==> src/rtl/jt12_wrq_if.sv <==
// Host-write and register-block signal bundle for the JT12 write queue.
interface jt12_wrq_if #(
  parameter int DEPTH = 4
);
  localparam int LW = $clog2(DEPTH) + 1;

  logic          clk_en;
  logic          wr_req;
  logic          wr_part;
  logic [7:0]    wr_addr;
  logic [7:0]    wr_data;
  logic          wr_ack;
  logic [LW-1:0] level;
  logic          busy;
  logic [7:0]    din;
  logic [2:0]    ch;
  logic [1:0]    op;
  logic [11:0]   up;
  logic          drop;
  logic          err;

  modport master (
    output clk_en, wr_req, wr_part, wr_addr, wr_data, busy,
    input  wr_ack, level, din, ch, op, up, drop, err
  );

  modport slave (
    input  clk_en, wr_req, wr_part, wr_addr, wr_data, busy,
    output wr_ack, level, din, ch, op, up, drop, err
  );
endinterface

==> src/rtl/jt12_wrq.sv <==
// Host register-write queue for the JT12 register block: FIFOs writes and replays each
// as an up-strobe held against busy, advancing only on clk_en; unmapped addresses are dropped.
module jt12_wrq #(
  parameter int DEPTH = 4,
  parameter int TMO   = 32
) (
  input  logic      clk,
  input  logic      rst,
  jt12_wrq_if.slave bus
);
  localparam int AW = $clog2(DEPTH);
  localparam int TW = $clog2(TMO + 1);
  localparam logic [AW:0] FULL_LVL = (AW+1)'(DEPTH);

  localparam int UP_KEYON  = 0;
  localparam int UP_ALG    = 1;
  localparam int UP_BLOCK  = 2;
  localparam int UP_FNUMLO = 3;
  localparam int UP_PMS    = 4;
  localparam int UP_DT1    = 5;
  localparam int UP_TL     = 6;
  localparam int UP_KSAR   = 7;
  localparam int UP_AMD1R  = 8;
  localparam int UP_D2R    = 9;
  localparam int UP_D1L    = 10;
  localparam int UP_SSGEG  = 11;

  typedef enum logic [1:0] {IDLE = 2'd0, ISSUE = 2'd1, HOLD = 2'd2, GAP = 2'd3} state_t;

  typedef struct packed {
    logic       part;
    logic [7:0] addr;
    logic [7:0] data;
  } wr_ent_t;

  state_t        state_q, state_d;
  wr_ent_t       mem_q [DEPTH];
  wr_ent_t       head;
  logic [AW-1:0] wp_q, rp_q;
  logic [AW:0]   level_q, level_d;
  logic          push, pop;

  logic          dec_vld;
  logic [11:0]   dec_up;
  logic [2:0]    dec_ch;
  logic [1:0]    dec_op;

  logic [7:0]    din_q;
  logic [2:0]    ch_q;
  logic [1:0]    op_q;
  logic [11:0]   sel_q;
  logic [TW-1:0] tmo_q;
  logic          tmo_hit;
  logic          err_q;
  logic          drop_q;

  // Full is judged on the registered level, so a same-cycle pop never frees a slot.
  assign push = bus.wr_req & ~rst & (level_q < FULL_LVL);
  assign pop  = bus.clk_en & (state_q == IDLE) & (level_q != '0);
  assign head = mem_q[rp_q];

  always_comb begin
    level_d = level_q;
    if (push && !pop)      level_d = level_q + (AW+1)'(1);
    else if (!push && pop) level_d = level_q - (AW+1)'(1);
  end

  always_ff @(posedge clk) begin
    if (rst) begin
      wp_q    <= '0;
      rp_q    <= '0;
      level_q <= '0;
    end else begin
      if (push) wp_q <= wp_q + AW'(1);
      if (pop)  rp_q <= rp_q + AW'(1);
      level_q <= level_d;
    end
  end

  always_ff @(posedge clk) begin
    if (push) mem_q[wp_q] <= {bus.wr_part, bus.wr_addr, bus.wr_data};
  end

  always_comb begin
    dec_vld = 1'b0;
    dec_up  = '0;
    dec_op  = '0;
    dec_ch  = {head.part, head.addr[1:0]};
    if (head.addr == 8'h28) begin
      dec_vld          = 1'b1;
      dec_ch           = '0;
      dec_up[UP_KEYON] = 1'b1;
    end else if (head.addr[1:0] != 2'd3) begin
      dec_vld = 1'b1;
      case (head.addr[7:4])
        4'h3: dec_up[UP_DT1]   = 1'b1;
        4'h4: dec_up[UP_TL]    = 1'b1;
        4'h5: dec_up[UP_KSAR]  = 1'b1;
        4'h6: dec_up[UP_AMD1R] = 1'b1;
        4'h7: dec_up[UP_D2R]   = 1'b1;
        4'h8: dec_up[UP_D1L]   = 1'b1;
        4'h9: dec_up[UP_SSGEG] = 1'b1;
        4'hA: begin
          if (head.addr[3:2] == 2'd0)      dec_up[UP_FNUMLO] = 1'b1;
          else if (head.addr[3:2] == 2'd1) dec_up[UP_BLOCK]  = 1'b1;
          else                             dec_vld = 1'b0;
        end
        4'hB: begin
          if (head.addr[3:2] == 2'd0)      dec_up[UP_ALG] = 1'b1;
          else if (head.addr[3:2] == 2'd1) dec_up[UP_PMS] = 1'b1;
          else                             dec_vld = 1'b0;
        end
        default: dec_vld = 1'b0;
      endcase
      // Only the per-operator range carries an operator slot in addr[3:2].
      if (head.addr < 8'hA0) dec_op = head.addr[3:2];
    end
  end

  assign tmo_hit = (state_q == ISSUE) & bus.clk_en & ~bus.busy & (tmo_q == TW'(TMO - 1));

  always_ff @(posedge clk) begin
    if (rst) state_q <= IDLE;
    else     state_q <= state_d;
  end

  always_comb begin
    state_d = state_q;
    if (bus.clk_en) begin
      case (state_q)
        IDLE:    if (pop && dec_vld) state_d = ISSUE;
        ISSUE:   if (bus.busy) state_d = HOLD;
                 else if (tmo_hit) state_d = GAP;
        HOLD:    if (!bus.busy) state_d = GAP;
        GAP:     state_d = IDLE;
        default: state_d = IDLE;
      endcase
    end
  end

  always_comb begin
    bus.up = '0;
    if (state_q == ISSUE || state_q == HOLD) bus.up = sel_q;
  end

  always_ff @(posedge clk) begin
    if (rst) begin
      din_q  <= '0;
      ch_q   <= '0;
      op_q   <= '0;
      sel_q  <= '0;
      tmo_q  <= '0;
      err_q  <= 1'b0;
      drop_q <= 1'b0;
    end else begin
      drop_q <= pop & ~dec_vld;
      if (pop && dec_vld) begin
        din_q <= head.data;
        ch_q  <= dec_ch;
        op_q  <= dec_op;
        sel_q <= dec_up;
      end
      if (bus.clk_en) tmo_q <= (state_q == ISSUE && state_d == ISSUE) ? tmo_q + TW'(1) : '0;
      if (tmo_hit) err_q <= 1'b1;
    end
  end

  assign bus.wr_ack = push;
  assign bus.level  = level_q;
  assign bus.din    = din_q;
  assign bus.ch     = ch_q;
  assign bus.op     = op_q;
  assign bus.drop   = drop_q;
  assign bus.err    = err_q;
endmodule

==> src/flat_wrapper.sv <==
// flat-port wrapper written by rule: the top's interface ports become plain ports
module jt12_wrq_flat 
#(
  parameter int DEPTH = 4,
  parameter int TMO   = 32
)
  (clk, rst, bus_clk_en, bus_wr_req, bus_wr_part, bus_wr_addr, bus_wr_data, bus_busy, bus_wr_ack, bus_level, bus_din, bus_ch, bus_op, bus_up, bus_drop, bus_err);
  jt12_wrq_if #(.DEPTH(DEPTH)) bus_i ();
  input  logic clk;
  input  logic rst;
  input wire logic [$bits(bus_i.clk_en)-1:0] bus_clk_en;
  input wire logic [$bits(bus_i.wr_req)-1:0] bus_wr_req;
  input wire logic [$bits(bus_i.wr_part)-1:0] bus_wr_part;
  input wire logic [$bits(bus_i.wr_addr)-1:0] bus_wr_addr;
  input wire logic [$bits(bus_i.wr_data)-1:0] bus_wr_data;
  input wire logic [$bits(bus_i.busy)-1:0] bus_busy;
  output wire logic [$bits(bus_i.wr_ack)-1:0] bus_wr_ack;
  output wire logic [$bits(bus_i.level)-1:0] bus_level;
  output wire logic [$bits(bus_i.din)-1:0] bus_din;
  output wire logic [$bits(bus_i.ch)-1:0] bus_ch;
  output wire logic [$bits(bus_i.op)-1:0] bus_op;
  output wire logic [$bits(bus_i.up)-1:0] bus_up;
  output wire logic [$bits(bus_i.drop)-1:0] bus_drop;
  output wire logic [$bits(bus_i.err)-1:0] bus_err;
  assign bus_i.clk_en = bus_clk_en;
  assign bus_i.wr_req = bus_wr_req;
  assign bus_i.wr_part = bus_wr_part;
  assign bus_i.wr_addr = bus_wr_addr;
  assign bus_i.wr_data = bus_wr_data;
  assign bus_i.busy = bus_busy;
  assign bus_wr_ack = bus_i.wr_ack;
  assign bus_level = bus_i.level;
  assign bus_din = bus_i.din;
  assign bus_ch = bus_i.ch;
  assign bus_op = bus_i.op;
  assign bus_up = bus_i.up;
  assign bus_drop = bus_i.drop;
  assign bus_err = bus_i.err;
  jt12_wrq #(.DEPTH(DEPTH), .TMO(TMO)) u_core (.clk(clk), .rst(rst), .bus(bus_i));
endmodule
==> config.mk <==
export PLATFORM = sky130hd
export DESIGN_NAME = jt12_wrq_flat
export DESIGN_NICKNAME = d
export VERILOG_FILES = /design/src/rtl/jt12_wrq_if.sv /design/src/rtl/jt12_wrq.sv /design/src/flat_wrapper.sv
export SDC_FILE = /design/constraint.sdc
export NUM_CORES = 1
export LEC_CHECK = 0
export ABC_AREA = 1
export BUFFER_PORTS_ARGS = -buffer_cell sky130_fd_sc_hd__buf_4
export CORE_MARGIN = 2
export CORE_UTILIZATION = 26
export DETAILED_ROUTE_END_ITERATION = 8
export PLACE_DENSITY = 0.41
export RECOVER_POWER = 100
export SYNTH_ARGS = -nofsm -noshare
export SYNTH_HDL_FRONTEND = slang
export SYNTH_SLANG_ARGS = --single-unit
==> constraint.sdc <==
create_clock -name clk -period 1.8 [get_ports clk]
set_input_delay 0.36 -clock clk [delete_from_list [all_inputs] [get_ports clk]]
set_output_delay 0.36 -clock clk [all_outputs]
set_load 0.01 [all_outputs]
======== Yosys cells after proc, flatten, opt, wreduce, memory -nomap -nowiden ========
Memories as Yosys holds them, arrays and structs flattened. A register that Yosys moved wholly into a read port is not among the register bits.
Index checks and enable logic that the tools add are counted.
word-level totals
  bits in writable memories ............... 68
  output and inout bits ................... 31
  bits in registers ....................... 42
  word-level logic and storage cells ...... 98
  input port bits ......................... 22
  memories kept ........................... 1
memories
  name          depth  bits a word  read ports  clocked after memory_dff  write ports  RTL line        text
  u_core.mem_q  4      17           1           1                         1            jt12_wrq.sv:37  wr_ent_t mem_q [DEPTH];
cells by class
  bitwise gates (word level) .............. 11
  equality and inequality tests ........... 17
  multiplexer cells ....................... 38
  order comparisons ....................... 2
  add/sub/neg operators ................... 5
  reductions and logical operators ........ 13
operators with widths
  cell                                                count
  2-to-1 mux 11 bit                                   2
  2-to-1 mux 2 bit                                    11
  2-to-1 mux 1 bit                                    18
  == test 4 x 3 -> 1 bit (second input constant)      4
  == test 4 bit (second input constant)               4
  2-to-1 mux 12 bit                                   1
  2-to-1 mux 3 bit                                    3
  bitwise AND 1 bit                                   8
  == test 8 x 6 -> 1 bit (second input constant)      1
  less-than comparator 8 bit (second input constant)  1
  case mux 2 bit (4 select lines)                     1
  OR reduction 7 bit                                  1
  adder 6 x 1 -> 6 bit (second input constant)        1
  == test 2 x 1 -> 1 bit (second input constant)      3
  == test 6 x 5 -> 1 bit (second input constant)      1
  2-to-1 mux 6 bit                                    1
  adder 2 x 1 -> 2 bit (second input constant)        2
  == test 2 bit (second input constant)               2
  == test 4 x 2 -> 1 bit (second input constant)      1
  logical AND 1 bit                                   4
  zero test 2 bit                                     2
  adder 3 x 1 -> 3 bit (second input constant)        1
  less-than comparator 3 bit (second input constant)  1
  inverter 1 bit                                      3
  8 further kinds                                     9

======== Depth between registers and ports, before layout ========
  word-level depth ........................ 13
  mapped depth ............................ 21
  mapped depth without buffers ............ 19

======== Worst setup path after synthesis ========
Ideal clock, no wire load.
  path kind ............................... register to register
  start ................................... register u_core.state_q[1]
  end ..................................... register u_core.level_q[1] (netlist: u_core.bus.level[1])
  required time ........................... 1.680 ns
  path buffers ............................ 0
  arrival ................................. 1.850 ns
  clock period less this slack ............ 1.971 ns
  slack ................................... -0.171 ns
  library setup time ...................... 0.120 ns
  stages on the path, launching flop included .. 11
  cells stage by stage .................... dfxtp_1 > inv_1 > ha_1 > nand2_1 > a31oi_2 > inv_1 > ha_1 > inv_1 > fa_1 > o21ai_0 > a21oi_1
on the way
  longest elaborated chain between the ends .. 6
  elaborated cells on any way between the ends .. 8
  classes of those cells .................. mux (1); bitwise (2); reduce/logical (5)
RTL lines
  element                         RTL line         text
  start: declaration              jt12_wrq.sv:36   state_t state_q, state_d;
  start signal: assignment        jt12_wrq.sv:124  else state_q <= state_d;
  zero test 2 bit                 jt12_wrq.sv:59   assign pop = bus.clk_en & (state_q == IDLE) & (level_q != '0);
  bitwise AND 1 bit (2 in a row)  jt12_wrq.sv:59
  zero test 1 bit                 jt12_wrq.sv:64   if (push && !pop) level_d = level_q + (AW+1)'(1);
  logical AND 1 bit               jt12_wrq.sv:64
  2-to-1 mux 3 bit                jt12_wrq.sv:64
  net u_core.level_d[1]           jt12_wrq.sv:40   logic [AW:0] level_q, level_d;
  end signal: assignment          jt12_wrq.sv:76   level_q <= level_d;
  end: declaration                jt12_wrq.sv:40
The timed path passes the listed nets, and every way through them passes these cells.
A chain may end at the register's enable or synchronous reset.

==> flow_summary.yaml <==
place:
  gp_congestion: 0.722
  post_dp_cell_area_mm2: 0.00584
  dp_hpwl_mm: 7.71
  post-place-ws_ns: -0.252
  port_buffers: 52
setup_path:
  path_class: "reg -> reg"
  cp_max_fo: 15
  reg2reg_to: "u_core.sel_q[3]"
  crit_required_ns: 2.04
  start_kind: "register"
  worstSetupEndpointType: "register"
  rrSetupSlack_ns: -0.15
  cp.arrival_ns: 2.20
  worst-r2r-cell-count: 15
final_layout:
  drive_above_1_share: 0.283
  post-route-util: 0.351
  fin_nets: 615
  n_antenna_cell: 0
  layout_common_cells: "buf_4 (71), edfxtp_1 (68), nand2_1 (62)"
  design_area_mm2: 0.00630
  syn_to_final_growth_pct: 32.4
  layout_commonest_cell: "buf_4"
  fillCellCount: 1823
outcome:
  violations: "setup timing"
  status: "finished with violations"
route:
  drt-initial-drc-count: 121
  drc: 0
  vias: 3568
  ant_nets: 0
  wire_per_inst_um: 14.2
  vias_per_cell: 4.37
  wirelength_mm: 11.6
  dr.pass1.iters: 4
floorplan:
  dieArea_mm2: 0.0194
  initial_core_util: 0.265
  dieHeight_um: 139
  rows: 49
  die_x_um: 139
  ios: 53
  coreArea_mm2: 0.0180
synth:
  syn_inst: 474
  seq_area_frac_synth: 0.615
  synth_fp_nets: 507
  netlist-cell-type-count: 36
  ys_seq_elements: 112
  synth_top_flop_cell: "edfxtp_1"
  synth_edf_count: 68
  syn_area_mm2: 0.00476
  synthArstFlopShare: 0
  yosys_warnings: 0
  avgSynthCellArea_um2: 10.0
global_routing:
  grt_pass1_vias: 3575
  grt_max_degree: 32
  overflow: 0
  antenna_found_initial: 0
  grt_pass1_wl_mm: 18.6
  grtUsageTotal: 0.121
clocking:
  clock_sinks: 112
  cts_tree: "yes"
  path_clk_slew_ns: 0.07
  cts-buffers-inserted: 9
  holdBufCountCts: 0
  h-tree-depth: 3
  root_buffer: "clkbuf_16"
  clk_latency_ns: 0.35
  clk_path_buf_depth: 2
power_and_ir_drop:
  powerDensity_mw_per_mm2: 1290
  p_leak_nw: 2.57
  vdd_drop_max_mv: 0.557
  power.total_w: 0.00811
timing:
  hold_violations: 0
  setup_ws_ns: -0.153
  fin_worst_skew_ns: 0.00836
  hold_ws_ns: 0.256
  rsz0062_at_grt: "true"
  finalSetupViolations: 29
  timing.fmax_mhz: 512
  worst_pin_slew_ns: 0.358
  fin_crit_sh: 1.09
  max_slew_margin: 0.761
  slew_violations: 0
  period_needed_ns: 1.95
hold_path:
  whs_endpoint: "u_core.mem_q[0][13]"
  hold_path.startpoint: "bus_wr_addr[5]"
  min_path_cells: 1
  hp-class: "in -> reg"
run:
  cap_violations: 0
## kinds of logic after synthesis
group | count (synthesis) | synth area share
xor gates and xnor gates | 4 | 0.00737
buffers and inverters | 69 | 0.0652
and+or+nand+nor | 186 | 0.170
DFF | 112 | 0.615
muxes | 1 | 0.00210
AOI/OAI and AO/OA | 91 | 0.110
adders and majority gates | 11 | 0.0305
## area by class of cell
cell class / count / area (um^2) / share of cell area
Timing Repair Buffer: 116 / 876 / 0.139
Clock buffer: 11 / 243 / 0.0385
Inverter: 50 / 210 / 0.0334
Clock inverter: 5 / 63.8 / 0.0101
Sequential cell: 112 / 2930 / 0.465
Multi-Input combinational cell: 293 / 1690 / 0.268
Tap cell: 229 / 287 / 0.0455
## what timing repair did
item,4_1_cts,5_1_grt
gates resized for setup,19,42
endpoints found under the setup margin,45,36
pin swaps,4,5
endpoints found under the hold margin,0,0
buffers inserted,2,5
gates cloned,0,1
## registers in the layout, indices dropped and copies added, names as in the netlist, named ones only
signal            count
u_core.mem_q         68
u_core.sel_q         12
u_core.bus.din        8
u_core.tmo_q          6
u_core.bus.ch         3
u_core.bus.level      3
u_core.bus.op         2
u_core.rp_q           2
u_core.state_q        2
u_core.wp_q           2
u_core.bus.drop       1
u_core.bus.err        1
## routing by layer
layer	vias up	GRT usage	wire, um
met1	1688	0.152	5550
met4	0	0.0271	93
met3	8	0.0396	462
met5	-	0	0
met2	57	0.204	5500
li1	1815	-	-
## worst max path at each step
stage	start	slack, ns	to
after floorplan	u_core.state_q[0]	-0.04	u_core.bus.level[2]
after global placement	register	-0.19	u_core.sel_q[4]
after detailed placement	register	-0.25	u_core.sel_q[2]
after CTS	register	-0.13	u_core.tmo_q[1]
after global routing	register	-0.29	u_core.sel_q[3]
final	register	-0.15	u_core.sel_q[3]
## synth_stat cells, types with 8 or more instances
cell | n | share of area
a31oi_1 | 8 | 0.011
nor2_1 | 49 | 0.039
ha_1 | 10 | 0.026
nand3_1 | 30 | 0.032
dfxtp_1 | 44 | 0.19
inv_1 | 44 | 0.035
a21oi_1 | 20 | 0.021
nor2_2 | 8 | 0.011
edfxtp_1 | 68 | 0.43
o21ai_0 | 38 | 0.040
nand2_1 | 82 | 0.065
o21ai_1 | 13 | 0.014
## per-stage QoR
step | setup TNS [ns] | instances
5_1_grt | -7.27 | 816
3_3_place_gp | -4.28 | 792
2_1_floorplan | -0.0737 | 474
6_report | -2.03 | 816
3_5_place_dp | -5.53 | 792
4_1_cts | -2.62 | 810
## worst max-delay path: stages (launching register included)
cell and delay, ns:
dfxtp_4 0.44, inv_8 0.08, buf_4 0.14, nand2_1 0.05, nand3_1 0.08, nand2_2 0.08, nand2_1 0.07, nor3_2 0.12
nand2_2 0.07, nand2_2 0.10, nand2_4 0.08, inv_4 0.08, buf_12 0.12, buf_8 0.11, o21ai_0 0.09, o211a_1 0.12
## report_power, final
group          leakage [nW]  switching (W)  total [W]  internal, W
registers             0.976       0.000185    0.00323      0.00304
logic                  1.44        0.00155    0.00282      0.00127
clock network         0.152       0.000931    0.00206      0.00113
total                  2.57        0.00267    0.00811      0.00545
(Power assumes the default switching activity.)
